`src/rtl/mem_l1_arb.sv`:
```
// L1 requester arbiter: round-robin grant of NPORT requester ports onto a single memory bus.
// Optional feature: define MEM_L1_ARB_FASTDONE_EN to add a DONE state that latches load data
// on bus OK and frees the bus while the owner finishes the handshake.
module mem_l1_arb #(
  parameter int unsigned NPORT = 3,
  parameter int unsigned AW    = 48,
  parameter int unsigned DW    = 128
) (
  input  logic                clock,
  input  logic                reset,
  input  logic [NPORT*AW-1:0] reqAddr,
  input  logic [NPORT*AW-1:0] reqAddrB,
  input  logic [NPORT*5-1:0]  reqOpm,
  input  logic [NPORT*DW-1:0] reqData,
  output logic [NPORT*2-1:0]  rspOK,
  output logic [DW-1:0]       rspData,
  output logic [AW-1:0]       memAddr,
  output logic [AW-1:0]       memAddrB,
  output logic [15:0]         memOpm,
  output logic [DW-1:0]       memDataOut,
  input  logic [DW-1:0]       memDataIn,
  input  logic [1:0]          memOK,
  output logic [63:0]         regOutExc,
  output logic [1:0]          grantId
);

  localparam logic [4:0] OpmReady = 5'h00;
  localparam logic [4:0] OpmFault = 5'h1F;
  localparam logic [1:0] OkReady  = 2'd0;
  localparam logic [1:0] OkOk     = 2'd1;
  localparam logic [1:0] OkFault  = 2'd3;

`ifdef MEM_L1_ARB_FASTDONE_EN
  typedef enum logic [1:0] {StIdle, StBusy, StDone} state_e;
  logic [DW-1:0] doneBufQ, doneBufD;
`else
  typedef enum logic [1:0] {StIdle, StBusy} state_e;
`endif

  state_e      stateQ, stateD;
  logic [1:0]  rrPtrQ, rrPtrD;
  logic [1:0]  ownerQ, ownerD;
  logic [63:0] excQ, excD;

  logic          grantValid;
  logic [1:0]    grantIdx;
  logic          active;
  logic [1:0]    owner;
  logic [4:0]    ownOpm;
  logic [AW-1:0] ownAddr;

  // Round-robin search starting at rrPtr; only meaningful in IDLE and never while in reset.
  always_comb begin
    int unsigned c;
    grantValid = 1'b0;
    grantIdx   = 2'd0;
    c          = 0;
    for (int unsigned i = 0; i < NPORT; i++) begin
      c = 32'(rrPtrQ) + i;
      if (c >= NPORT) c = c - NPORT;
      if (!grantValid && reqOpm[c*5 +: 5] != OpmReady) begin
        grantValid = 1'b1;
        grantIdx   = c[1:0];
      end
    end
    if (reset || stateQ != StIdle) grantValid = 1'b0;
  end

  // Select the port currently routed to the bus (fresh grant in IDLE, latched owner otherwise).
  always_comb begin
    active = 1'b0;
    owner  = ownerQ;
    if (stateQ == StIdle) begin
      active = grantValid;
      owner  = grantIdx;
    end else if (stateQ == StBusy) begin
      active = 1'b1;
    end
    ownOpm  = reqOpm[owner*5 +: 5];
    ownAddr = reqAddr[owner*AW +: AW];
  end

  // Bus and response routing; non-owners always see READY.
  always_comb begin
    memAddr    = '0;
    memAddrB   = '0;
    memOpm     = 16'h0;
    memDataOut = '0;
    rspOK      = '0;
    rspData    = memDataIn;
    grantId    = owner;
    if (active) begin
      memAddr              = ownAddr;
      memAddrB             = reqAddrB[owner*AW +: AW];
      memOpm               = {11'h0, ownOpm};
      memDataOut           = reqData[owner*DW +: DW];
      rspOK[owner*2 +: 2]  = memOK;
    end
`ifdef MEM_L1_ARB_FASTDONE_EN
    if (stateQ == StDone) begin
      rspOK[owner*2 +: 2] = OkOk;
      rspData             = doneBufQ;
    end
`endif
  end

  // Next-state, round-robin pointer and fault record.
  always_comb begin
    stateD = stateQ;
    rrPtrD = rrPtrQ;
    ownerD = ownerQ;
`ifdef MEM_L1_ARB_FASTDONE_EN
    doneBufD = doneBufQ;
`endif
    case (stateQ)
      StIdle: begin
        if (grantValid) begin
          stateD = StBusy;
          ownerD = grantIdx;
        end
      end
      StBusy: begin
`ifdef MEM_L1_ARB_FASTDONE_EN
        if (memOK == OkOk) begin
          stateD   = StDone;
          doneBufD = memDataIn;
        end else
`endif
        if (ownOpm == OpmReady && memOK == OkReady) begin
          stateD = StIdle;
          rrPtrD = (ownerQ == 2'(NPORT - 1)) ? 2'd0 : ownerQ + 2'd1;
        end
      end
`ifdef MEM_L1_ARB_FASTDONE_EN
      StDone: begin
        if (ownOpm == OpmReady && memOK == OkReady) begin
          stateD = StIdle;
          rrPtrD = (ownerQ == 2'(NPORT - 1)) ? 2'd0 : ownerQ + 2'd1;
        end
      end
`endif
      default: stateD = StIdle;
    endcase

    // Critical bus faults take priority over a requester-raised fault.
    excD = 64'h0;
    if (memOK == OkFault && memDataIn[15]) begin
      excD = {48'(memAddr), memDataIn[15:0]};
    end else if (active && ownOpm == OpmFault) begin
      excD = {48'(ownAddr), 12'h800, ownAddr[1] ? 4'h2 : 4'h1};
    end
  end

  // State registers with synchronous reset.
  always_ff @(posedge clock) begin
    if (reset) begin
      stateQ <= StIdle;
      rrPtrQ <= 2'd0;
      ownerQ <= 2'd0;
      excQ   <= 64'h0;
`ifdef MEM_L1_ARB_FASTDONE_EN
      doneBufQ <= '0;
`endif
    end else begin
      stateQ <= stateD;
      rrPtrQ <= rrPtrD;
      ownerQ <= ownerD;
      excQ   <= excD;
`ifdef MEM_L1_ARB_FASTDONE_EN
      doneBufQ <= doneBufD;
`endif
    end
  end

  assign regOutExc = excQ;

endmodule

```
`config.mk`:
```
export PLATFORM = sky130hd
export DESIGN_NAME = mem_l1_arb
export DESIGN_NICKNAME = d
export VERILOG_FILES = /design/src/rtl/mem_l1_arb.sv
export SDC_FILE = /design/constraint.sdc
export NUM_CORES = 1
export LEC_CHECK = 0
export BUFFER_PORTS_ARGS = -buffer_cell sky130_fd_sc_hd__clkbuf_2
export CAP_MARGIN = 10
export CORE_AREA = 2 2 489 491
export CTS_CLUSTER_SIZE = 40
export DETAILED_ROUTE_END_ITERATION = 16
export DIE_AREA = 0 0 491 493
export PLACE_DENSITY = 0.3
export SETUP_SLACK_MARGIN = 0.5
export SYNTH_ARGS = -nofsm -noshare
export SYNTH_HDL_FRONTEND = slang
export SYNTH_SLANG_ARGS = --single-unit
```
`constraint.sdc`:
```
create_clock -name clock -period 12.1 [get_ports clock]
set_input_delay 2.42 -clock clock [delete_from_list [all_inputs] [get_ports clock]]
set_output_delay 2.42 -clock clock [all_outputs]
set_load 0.05 [all_outputs]
```
### Word-level counts from Yosys, hierarchy flattened

Cells that the tools add are included.

| operators by class | value |
|---|---|
| add/subtract/negate cells | 7 |
| multipliers | 5 |
| magnitude comparators | 3 |
| equality and inequality tests | 6 |
| shifts and indexed selects | 9 |
| mux-type cells | 25 |
| bitwise logic cells | 1 |
| reduce and logical (&&, ||, !) cells | 18 |

Operators by type and width:

| operator | number |
|---|---|
| $shiftx A384 B10 Y128 | 1 |
| $shiftx A144 B9 Y48 | 2 |
| $mux W128 | 1 |
| $mux W64 | 2 |
| $shiftx A15 B33 Y5 | 3 |
| $mul A32 B3 Y32 const B | 3 |
| $mux W32 | 3 |
| $mux W48 | 2 |
| $neg A3 Y34 | 1 |
| $shift A2 B34 Y6 const A | 1 |
| $shiftx A2 B34 Y6 | 1 |
| $mux W2 | 8 |
| $reduce_bool A5 Y1 | 3 |
| $shiftx A15 B6 Y5 | 1 |
| $sub A3 B2 Y4 const B | 2 |
| $and A6 B6 Y6 | 1 |
| $ge A3 B2 Y1 const B | 2 |
| $mux W1 | 6 |
| $mux W6 | 1 |
| $reduce_and A2 Y1 | 3 |
| $eq A5 B5 Y1 const B | 1 |
| $logic_and A1 B1 Y1 | 5 |
| $logic_not A5 Y1 | 1 |
| $mul A2 B3 Y5 const B | 1 |
| 16 further kinds | 19 |

| word-level totals | value |
|---|---|
| register bits | 70 |
| logic and storage cells | 78 |

### Logic depth before layout (Yosys ltp)

Gate-level depths: netlist of run 1.

| depth | value |
|---|---|
| depth in word-level cells | 19 |
| mapped depth | 22 |
| depth with buffers taken out | 18 |

### Worst setup path before layout of run 1

OpenSTA, ideal clock, no wires.

| path | value |
|---|---|
| path kind | input port to output port |
| start point | input port reqOpm[10] |
| end point | output port rspOK[4] |
| arrival | 6.790 ns |
| required time | 9.680 ns |
| slack | 2.890 ns |
| stages on the path | 13 |
| buffers on the path | 2 |
| path through | or4_4 -> o2111a_1 -> o21ai_2 -> nand3b_4 -> or4_1 -> o211a_2 -> clkinv_2 -> buf_2 -> buf_1 -> ha_1 -> nand2_1 -> or3_1 -> nor3_1 |

| on the way | value |
|---|---|
| word-level cells in the longest chain between the ends | 14 |
| elaborated cells between the ends (all ways) | 24 |
| classes of those cells | add/sub: 1; shift: 5; mux: 10; bitwise: 1; reduce/logical: 7 |

Ends and longest elaborated chain:

| element | line | text |
|---|---|---|
| start, declared | 13 | `input logic [NPORT*5-1:0] reqOpm,` |
| $shiftx A15 B33 Y5 | 61 | `if (!grantValid && reqOpm[c*5 +: 5] != OpmReady) begin` |
| $reduce_bool A5 Y1 | 61 |  |
| $mux W1 | 61 |  |
| $logic_not A1 Y1 | 61 |  |
| $logic_and A1 B1 Y1 | 61 |  |
| $mux W1 | 61 |  |
| $logic_not A1 Y1 | 61 |  |
| $logic_and A1 B1 Y1 | 61 |  |
| $mux W2 (*) | 61 |  |
| $mux W2 (*) | 73 | `if (stateQ == StIdle) begin` |
| net grantId[1] | 24 | `output logic [1:0] grantId` |
| $neg A3 Y34 (*) | 97 | `rspOK[owner*2 +: 2] = memOK;` |
| $shiftx A2 B34 Y6 / $shift A2 B34 Y6 (equally long branches) | 97 |  |
| $and A6 B6 Y6 (no line) (*) | -- |  |
| $mux W6 (*) | 92 | `if (active) begin` |
| end, declared | 15 | `output logic [NPORT*2-1:0] rspOK,` |

Mark *: on every way through the listed nets, which the timed path passes. The rest lies on a longest branch.

### Worst setup path after layout of run 1

| path | value |
|---|---|
| start point | input port reqOpm[2] |
| end point | output port memDataOut[30] |

| on the way | value |
|---|---|
| word-level cells in the longest chain between the ends | 12 |
| elaborated cells between the ends (all ways) | 21 |
| classes of those cells | shift: 4; mux: 10; reduce/logical: 7 |

Ends and longest elaborated chain:

| element | line | text |
|---|---|---|
| $shiftx A15 B33 Y5 | 61 |  |
| $reduce_bool A5 Y1 | 61 |  |
| $mux W1 | 61 |  |
| $logic_not A1 Y1 | 61 |  |
| $logic_and A1 B1 Y1 | 61 |  |
| $mux W1 | 61 |  |
| $logic_not A1 Y1 | 61 |  |
| $logic_and A1 B1 Y1 | 61 |  |
| $mux W2 / $mux W1 (equally long branches) | 61 |  |
| $mux W2 / $mux W1 (equally long branches) | 73, 66 |  |
| $shiftx A384 B10 Y128 / $mux W1 (equally long branches) | 96, 73 |  |
| $mux W128 (*) | 92 |  |
| end, declared | 20 | `output logic [DW-1:0] memDataOut,` |

Every way passes the cells marked *; elsewhere a longest branch is shown, timed or not.

==> flow_results.org, run 1 <==
** Outcome
- The run finished with clean final reports.

** Synthesis
- After synthesis the netlist holds a flip-flop and latch count of 69.
- Warning count from the yosys run :: 0
- Of all flip-flops after synthesis, the portion carrying an async set or reset was 0%.
- A synthesized cell averages 5.491 um2.
- Post-Syn Area :: 0.009241 mm2
- For this run, the leading register cell type out of synthesis is dfxtp_1.
- Proportion of synthesized chip area in sequential cells :: roughly 15%
- Gate Count Post-Synth :: 1,683
- The synthesized design contains 0 enable-type register cells.
- Area fraction of the dominant cell type after synthesis :: 27.57%
- After synthesis, the netlist uses 57 different library cells.
- Top cells by count, synth :: 509 x a21oi_1, 468 x nand2_1, 236 x nor2_1
- Cell with the most instances after synthesis :: a21oi_1
- Yosys top cell by area :: a21oi_1
- Sorting the synthesized cells by area gives the leading types as a21oi_1 28%, nand2_1 19%, dfxtp_1 15%.

** Power and ir drop
- Cell Pwr Density :: 92.27 mW/mm2
- In this run the static leakage power is 7.941 nW.
- Of the total power, the share spent switching nets is 59.93%.
- Combinational share of power :: 65.7%
- Sequential cell fraction of total power :: between 10 and 15%
- Sw power :: roughly 0.00096 W
- Clock network fraction of design power :: 19.8%
- P_int :: about 0.00064 W
- IR analysis of the VDD net gives a maximum drop of 140.5 uV.

** Finish
- With fillers left out, the area of the finished cells amounts to 0.01744 mm2.
- Number of cells in the finished layout apart from fillers :: 5,691
- Fraction of final layout cells with drive strength greater than 1 :: 44.04%
- Area growth from synthesis to layout :: 88.67%
- After the last flow step, the layout net total stands at approximately 3,300.

** Global route
- The first global-routing pass estimated ~210,000 um of wire.
- Number of antenna violations at the first check in global routing :: 170
- Global-route congestion overflow total :: 0
- Global Route Usage Sum :: 13.78%
- The number of global-route vias before repair is 16,040.
- Largest net degree at the start of global routing :: 96

** Route
- Once detail routing completed, the nets flagged for antenna violations numbered 0.
- The detailed router finished its first iteration with 935 violations.
- Number of DRC violations after detailed routing :: 0
- After detailed routing, the average wire length per cell comes to 30.64 um.
- DR vias/cell :: about 2.8
- Wires add up to 174,400 um.
- Via count :: 16,030
- 1st-pass router iterations :: 7

** Critical path
- At the worst endpoint, the required time is 9680 ps.
- Largest fanout on the critical path :: 63
- Data arrives at the worst endpoint at 7390 ps.
- The startpoint identified for the worst register-to-register timing path is rrPtrQ[0].
- Register-to-register setup slack :: 5660 ps
- Capturing instance or port of the critical path :: memDataOut[30]
- The critical path starts at reqOpm[2].
- The worst register-to-register path has a depth of 20.
- STA classifies the critical path endpoint as a primary output.
- The worst register-to-register path ends at regOutExc[47].
- Setup crit start kind :: input port
- Worst Setup Path Type :: input port to primary output

** Place
- Final weighted congestion of routability-driven global placement :: 0.9531
- Detailed placer's ending HPWL :: 156,700 um
- Pre-CTS setup slack :: 2090 ps
- Placed inst area :: ~0.017 mm2
- Cell count after placement :: about 5,600
- Port-buffer cells :: 1,023

** Clock tree
- CTS max path bufs :: 2
- Number of gates resized after CTS :: 0
- CTS tree :: done
- CTS Root Buffer Type :: clkbuf_16
- Clock-pin slew was measured on the worst setup and hold paths at 70 ps.
- The clock tree synthesis step divided the H-tree into 3 levels.
- The clock reaches the later pin of the worst-skew pair after ~430 ps.
- Number of buffers created by CTS :: 9
- CTS Hold Bufs :: 0
- Buffers inserted by post-CTS timing repair :: 0
- CTS saw 69 sinks.

** STA
- Setup total negative slack on the finished layout was measured at 0 ps.
- The number of hold-slack violations in the final timing report is 0.
- Setup violations remaining at the end of the flow were counted as 0.
- Based on the critical path, the design can be clocked at up to around 0.10 GHz.
- After layout, the worst setup slack is 2293 ps.
- Unrepaired setup endpoints after global routing :: no
- Worst slew slack as a fraction of its limit :: 37.24%
- At the pin with the least slew margin, the transition time is 941.4 ps.
- The worst path in the final design needs a cycle of 9807 ps, including I/O delays and setup.
- Pins over their slew limit :: 0
- Worst setup skew after layout :: 16.19 ps
- Hold timing on the final database bottoms out at a slack of 553.3 ps.
- Period utilization :: 81.05%

** Die
- Area of the placeable core :: 0.2370 mm2
- The die covers approximately 0.24 mm2.
- The floorplan step set the die height to 493 um.
- Starting density of the core :: under 10%
- During I/O placement, the number of pins put on the boundary was 1,259.
- Width of the die :: 491 um
- After floorplanning, the core was divided into 179 placement rows.

** Job
- Across the run, the number of max-cap violations was 0.

** Min path
- The tightest min-delay check is of the register to register type.
-- worst min-delay path by stage --
stage                   start  slack (ps)         to  cells past startpoint
floorplan           ownerQ[1]         490  ownerQ[1]                      2
global placement    ownerQ[1]         550  ownerQ[1]                      2
detailed placement  ownerQ[1]         540  ownerQ[1]                      2
CTS                 ownerQ[1]         560  ownerQ[1]                      2
global route        ownerQ[0]         580  ownerQ[0]                      2
finish              ownerQ[1]         550  ownerQ[1]                      2
-- per-layer routing --
layer / global-route usage [%] / routed length [um] / part of all wire, % / vias to the layer above
li1: - / - / - / 7049
met1: 13.81 / 61210 / 35 / 7387
met2: 23.41 / 81530 / 47 / 1196
met3: 9.587 / 26530 / 15 / 304
met4: 2.690 / 4303 / 2.5 / 92
met5: 0.4892 / 791 / 0.45 / -
-- placed cells by master, fill, tap and decap left out, types with 2 or more instances in the layout --
cell        count
conb_1         11
and3_1          5
dfxtp_1        69
nand2b_1        3
clkbuf_16       9
nor2_1        235
or4_4           2
nor4_1          2
o311ai_0        4
diode_2        40
o21ai_1         4
a21oi_2         2
buf_12          4
a21oi_1       507
ha_1           12
clkinvlp_4      2
and2_1         18
clkbuf_2     1023
nor2_4          2
nor2b_1         4
nand4_1         2
nor3_1          7
buf_4          28
mux2i_1         3
clkinv_4        2
a22oi_1         2
nor4b_1         2
nand3_1         8
nand2_1       468
o21ai_2         2
inv_1           5
o21ai_0         5
-- stage by stage --
stage | utilization [%] | total power (W)
3_3_place_gp | 7.182 | 0.001328
5_1_grt | 7.330 | 0.001702
2_1_floorplan | - | 0.0009386
4_1_cts | 7.313 | 0.001666
6_report | 7.358 | 0.001609
3_5_place_dp | 7.182 | 0.001322
-- state kept, by name, summed over array words and instances, names as in the netlist --
name,cells
regOutExc,64
ownerQ,2
rrPtrQ,2
stateQ,1
-- power by group through the flow --
| stage | clock network (W) | logic, W | registers, W |
|---|---|---|---|
| 5_1_grt | 0.000345 | 0.00112 | 0.000235 |
| 3_5_place_dp | 0 | 0.00108 | 0.000240 |
| 3_3_place_gp | 0 | 0.00109 | 0.000239 |
| 4_1_cts | 0.000346 | 0.00109 | 0.000234 |
| 6_report | 0.000318 | 0.00106 | 0.000234 |
| 2_1_floorplan | 0 | 0.000684 | 0.000255 |
-- area by class of cell --
type	count	area, um2
Multi-Input combinational cell	1337	6225
Clock buffer	10	239.0
Antenna cell	40	100.1
Clock inverter	6	71.32
Sequential cell	69	1381
Timing Repair Buffer	1055	5410
Tap cell	3167	3963
Fill cell	28650	219500
Inverter	7	46.29
-- logic make-up after synthesis --
kind of cell    share of synthesized area [%]
compound gates                          30.82
xor+xnor                              0.09479
fa+ha+maj                               1.841
buf+inv                                 18.62
flops                                   14.95
mux                                    0.4468
other cells                           0.04058
simple gates                            33.20
-- worst max-delay path, cell delays in order --
cell and delay (ps):
clkbuf_2 130, nor4_1 690, nor2b_1 360, o221ai_2 160
nand3b_4 210, o311a_4 360, a21o_4 270, inv_8 450
buf_4 730, nand2_1 250, a21oi_1 220, buf_4 150
a21oi_1 130, nor2_1 310, clkbuf_2 360
(Power assumes the default switching activity.)
==> inputs of run 2 (changes only) <==
--- a/config.mk
+++ b/config.mk
@@ -7,10 +7,10 @@
 export LEC_CHECK = 0
 export BUFFER_PORTS_ARGS = -buffer_cell sky130_fd_sc_hd__clkbuf_2
 export CAP_MARGIN = 10
-export CORE_AREA = 2 2 489 491
+export CORE_AREA = 2 2 496 498
 export CTS_CLUSTER_SIZE = 40
 export DETAILED_ROUTE_END_ITERATION = 16
-export DIE_AREA = 0 0 491 493
+export DIE_AREA = 0 0 498 500
 export PLACE_DENSITY = 0.3
 export SETUP_SLACK_MARGIN = 0.5
 export SYNTH_ARGS = -nofsm -noshare
==> constraint.sdc (replaced) <==
create_clock -name clock -period 10.05 [get_ports clock]
set_input_delay 2.01 -clock clock [delete_from_list [all_inputs] [get_ports clock]]
set_output_delay 2.01 -clock clock [all_outputs]
set_load 0.05 [all_outputs]
==> flow_results.org, run 2 (same netlist as run 1, synthesis figures left out) <==
** Clock tree
- The number of buffers inserted during clock tree synthesis is 9 (unchanged).
- The clock slew seen by the registers of the worst setup and hold paths was 80 ps (was 70 ps).
- The number of buffers inserted by post-CTS setup repair came to 0 (unchanged).
- H-tree level count :: 3 (unchanged)
- CTS max path bufs :: 2 (unchanged)
- The worst-skew pair later-pin latency was 400 ps (was 430 ps).
- The clock net sink count came to 69 (unchanged).
- The clock tree root driver cell is clkbuf_16 (unchanged).
- The total of hold buffers inserted after clock tree synthesis is 0 (unchanged).
- The number of instances resized during post-cts repair was 0 (unchanged).
- CTS tree :: done (unchanged)

** STA
- After layout, the worst path uses 90.17% of the clock period.
- The number of hold-slack violations in the final timing report was 0 (unchanged).
- Worst slew slack as a fraction of its limit :: 21.81% (was 37.24%)
- Maximum frequency from static timing analysis :: 0.1104 GHz
- Unrepaired setup endpoints after global routing :: no (unchanged)
- The slew of the pin with the lowest slew margin came to 1169 ps (was 941.4 ps).
- Worst setup skew after layout :: 23.24 ps (was 16.19 ps)
- Count of endpoints failing setup in the final report :: 0 (unchanged)
- Final critical delay including setup and external delays :: 9062 ps
- The final sum of negative setup slack was 0 ps (unchanged).
- Pins over their slew limit :: 0 (unchanged)

** Global route
- The number of global-route vias before repair came to 16,160 (was 16,040).
- The remaining global-route overflow came to 0 (unchanged).
- The global routing met2 resource utilization was 22.76% (was 23.41%).
- The maximum number of pins on one net before global-route repair is 131 (was 96).
- Global routing usage on met1 :: 12.93% (was 13.81%)
- Met3 track demand over resource :: 9.190% (was 9.587%)
- Global Route Usage Sum :: 13.21% (was 13.78%)
- The first-pass GRT wire length is 206,800 um (was 208,700 um).
- The global-route layer with the greatest usage is met2 (unchanged).
- Number of antenna violations at the first check in global routing :: 167 (was 170)

** Power and ir drop
- The reported leakage power is 7.963 nW (was 7.941 nW).
- The power density relative to cell area came to 109.4 mW/mm2 (was 92.27 mW/mm2).
- The peak ir drop on the vdd network was 92.78 uV (was 140.5 uV).

** Route
- The average detailed-routed wire length per instance came to 29.91 um (was 30.64 um).
- Number of nets with antenna violations after routing :: 0 (unchanged)
- DR iter-0 viols :: 1,126 (was 935)
- The number of optimization iterations in the first detailed-route pass is 5 (was 7).
- The number of DRC violations after detailed routing came to 0 (unchanged).
- The via density per instance came to 2.831 (was 2.816).
- The number of vias in the routed layout was 16,250 (was 16,030).
- The total wire length after detailed routing is 171,600 um (was 174,400 um).

** Critical path
- Critical Path RT :: 8040 ps (was 9680 ps)
- Worst Setup Path Type :: input port to primary output (unchanged)
- The type of element capturing the critical path was a primary output (unchanged).
- The peak fanout along the critical path was 130 (was 63).
- The number of cells traversed by the worst register-to-register path was 21 (was 20).
- Worst flop-to-flop path endpoint :: regOutExc[58] (was regOutExc[47])
- The reg-to-reg setup timing slack came to 3200 ps (was 5660 ps).
- Critical register-to-register path startpoint :: rrPtrQ[0] (unchanged)
- Capturing instance or port of the critical path :: memDataOut[13] (was memDataOut[30])
- Worst setup path startpoint :: reqOpm[1] (was reqOpm[2])
- The critical path data arrival time is 7050 ps (was 7390 ps).
- The sort of element at the start of the critical path is an input port (unchanged).

** Place
- Final weighted congestion of routability-driven global placement :: 0.9392 (was 0.9531)
- The number of buffer cells added on primary ports was 1,023 (unchanged).
- Detailed placer's ending HPWL :: 156,100 um (was 156,700 um)

** Min path
- Hold path startpoint :: ownerQ[1] (unchanged)
- Type of the worst min-delay path :: register to register (unchanged)

** Finish
- Highest-count cells in the layout ignoring fill and taps: 1,023 x clkbuf_2, 505 x a21oi_1, 468 x nand2_1, 235 x nor2_1, 69 x dfxtp_1 (was 1,023 x clkbuf_2, 507 x a21oi_1, 468 x nand2_1, 235 x nor2_1, 69 x dfxtp_1).
- Most common cell after layout, fill and taps aside :: clkbuf_2 (unchanged)
- Area growth from synthesis to layout :: 90.03% (was 88.67%)
- The utilization of the core after routing came to 7.187% (was 7.358%).
- The fill cell instance count of the final layout is 29,380 (was 28,650).
- Post-layout net count :: 3,313 (was 3,311)
- Flip-flop count of the largest register, all copies and words added :: 64 (unchanged)
- The share of post-route cells with drive strength above 1 was 44.13% (was 44.04%).

** Die
- The number of cell rows came to 182 (was 179).
- Die outline height :: 500 um (was 493 um)
- Starting density of the core :: 3.782% (was 3.900%)
- The area inside the core boundary was 0.2443 mm2 (was 0.2370 mm2).
- The top-level port count is 1,259 (unchanged).
- Die outline area :: 0.2490 mm2 (was 0.2421 mm2)
- The x dimension of the die is 498 um (was 491 um).

** Job
- The reported max-cap violation count came to 0 (unchanged).

** Outcome
- Run status: finished clean (unchanged).
## run 2: worst min path at each step
| stage | to | cells past startpoint |
|---|---|---|
| after floorplan | ownerQ[1] | 2 |
| after global placement | ownerQ[1] | 2 |
| after detailed placement | ownerQ[1] | 2 |
| after CTS | ownerQ[1] | 2 |
| after global routing | ownerQ[1] | 2 |
| final | ownerQ[1] | 2 |
## run 2: stage by stage
stage	setup WS, ps	hold slack [ps]	cells	cell area, um2	power [W]
finish	988.2	556.3	5739	17560	0.001921
global route	610.3	582.9	5719	17510	0.002026
CTS	754.8	555.0	5706	17480	0.001973
detailed placement	778.9	534.2	5690	17180	0.001592
global placement	766.8	547.3	5690	17170	0.001603
floorplan	1660	492.0	1693	9279	0.001130
## run 2: routing by layer
layer	wire, um	up-vias
met4	4576	98
met1	58370	7494
met5	618	-
met3	26390	314
li1	-	7041
met2	81680	1301
## run 2: area by class of cell
| type | instances | area (um2) | share of cell area, % |
|---|---|---|---|
| inverter | 7 | 46.29 | 0.2636 |
| clock buffer | 11 | 242.7 | 1.382 |
| tap | 3220 | 4029 | 22.94 |
| multi-input combinational | 1337 | 6232 | 35.49 |
| sequential | 69 | 1381 | 7.865 |
| timing repair buffer | 1057 | 5488 | 31.25 |
| clock inverter | 5 | 60.06 | 0.3420 |
| antenna | 33 | 82.58 | 0.4702 |
## run 2: report_power, final
part	total, W	internal (W)	switching, W	leakage [nW]
clock	0.000360	0.000199	0.000161	0.134
combinational	0.00128	0.000304	0.000975	7.27
sequential	0.000282	0.000279	0.00000300	0.558
## run 2: worst max-delay path, cell delays in order
cell	delay, ps
clkbuf_2	120
nor4_1	620
nor2b_1	350
nand3_1	160
a41oi_2	380
o311a_4	290
a21o_4	360
inv_8	290
nor2_4	290
buf_12	520
a21oi_1	400
nor2_1	570
clkbuf_2	400
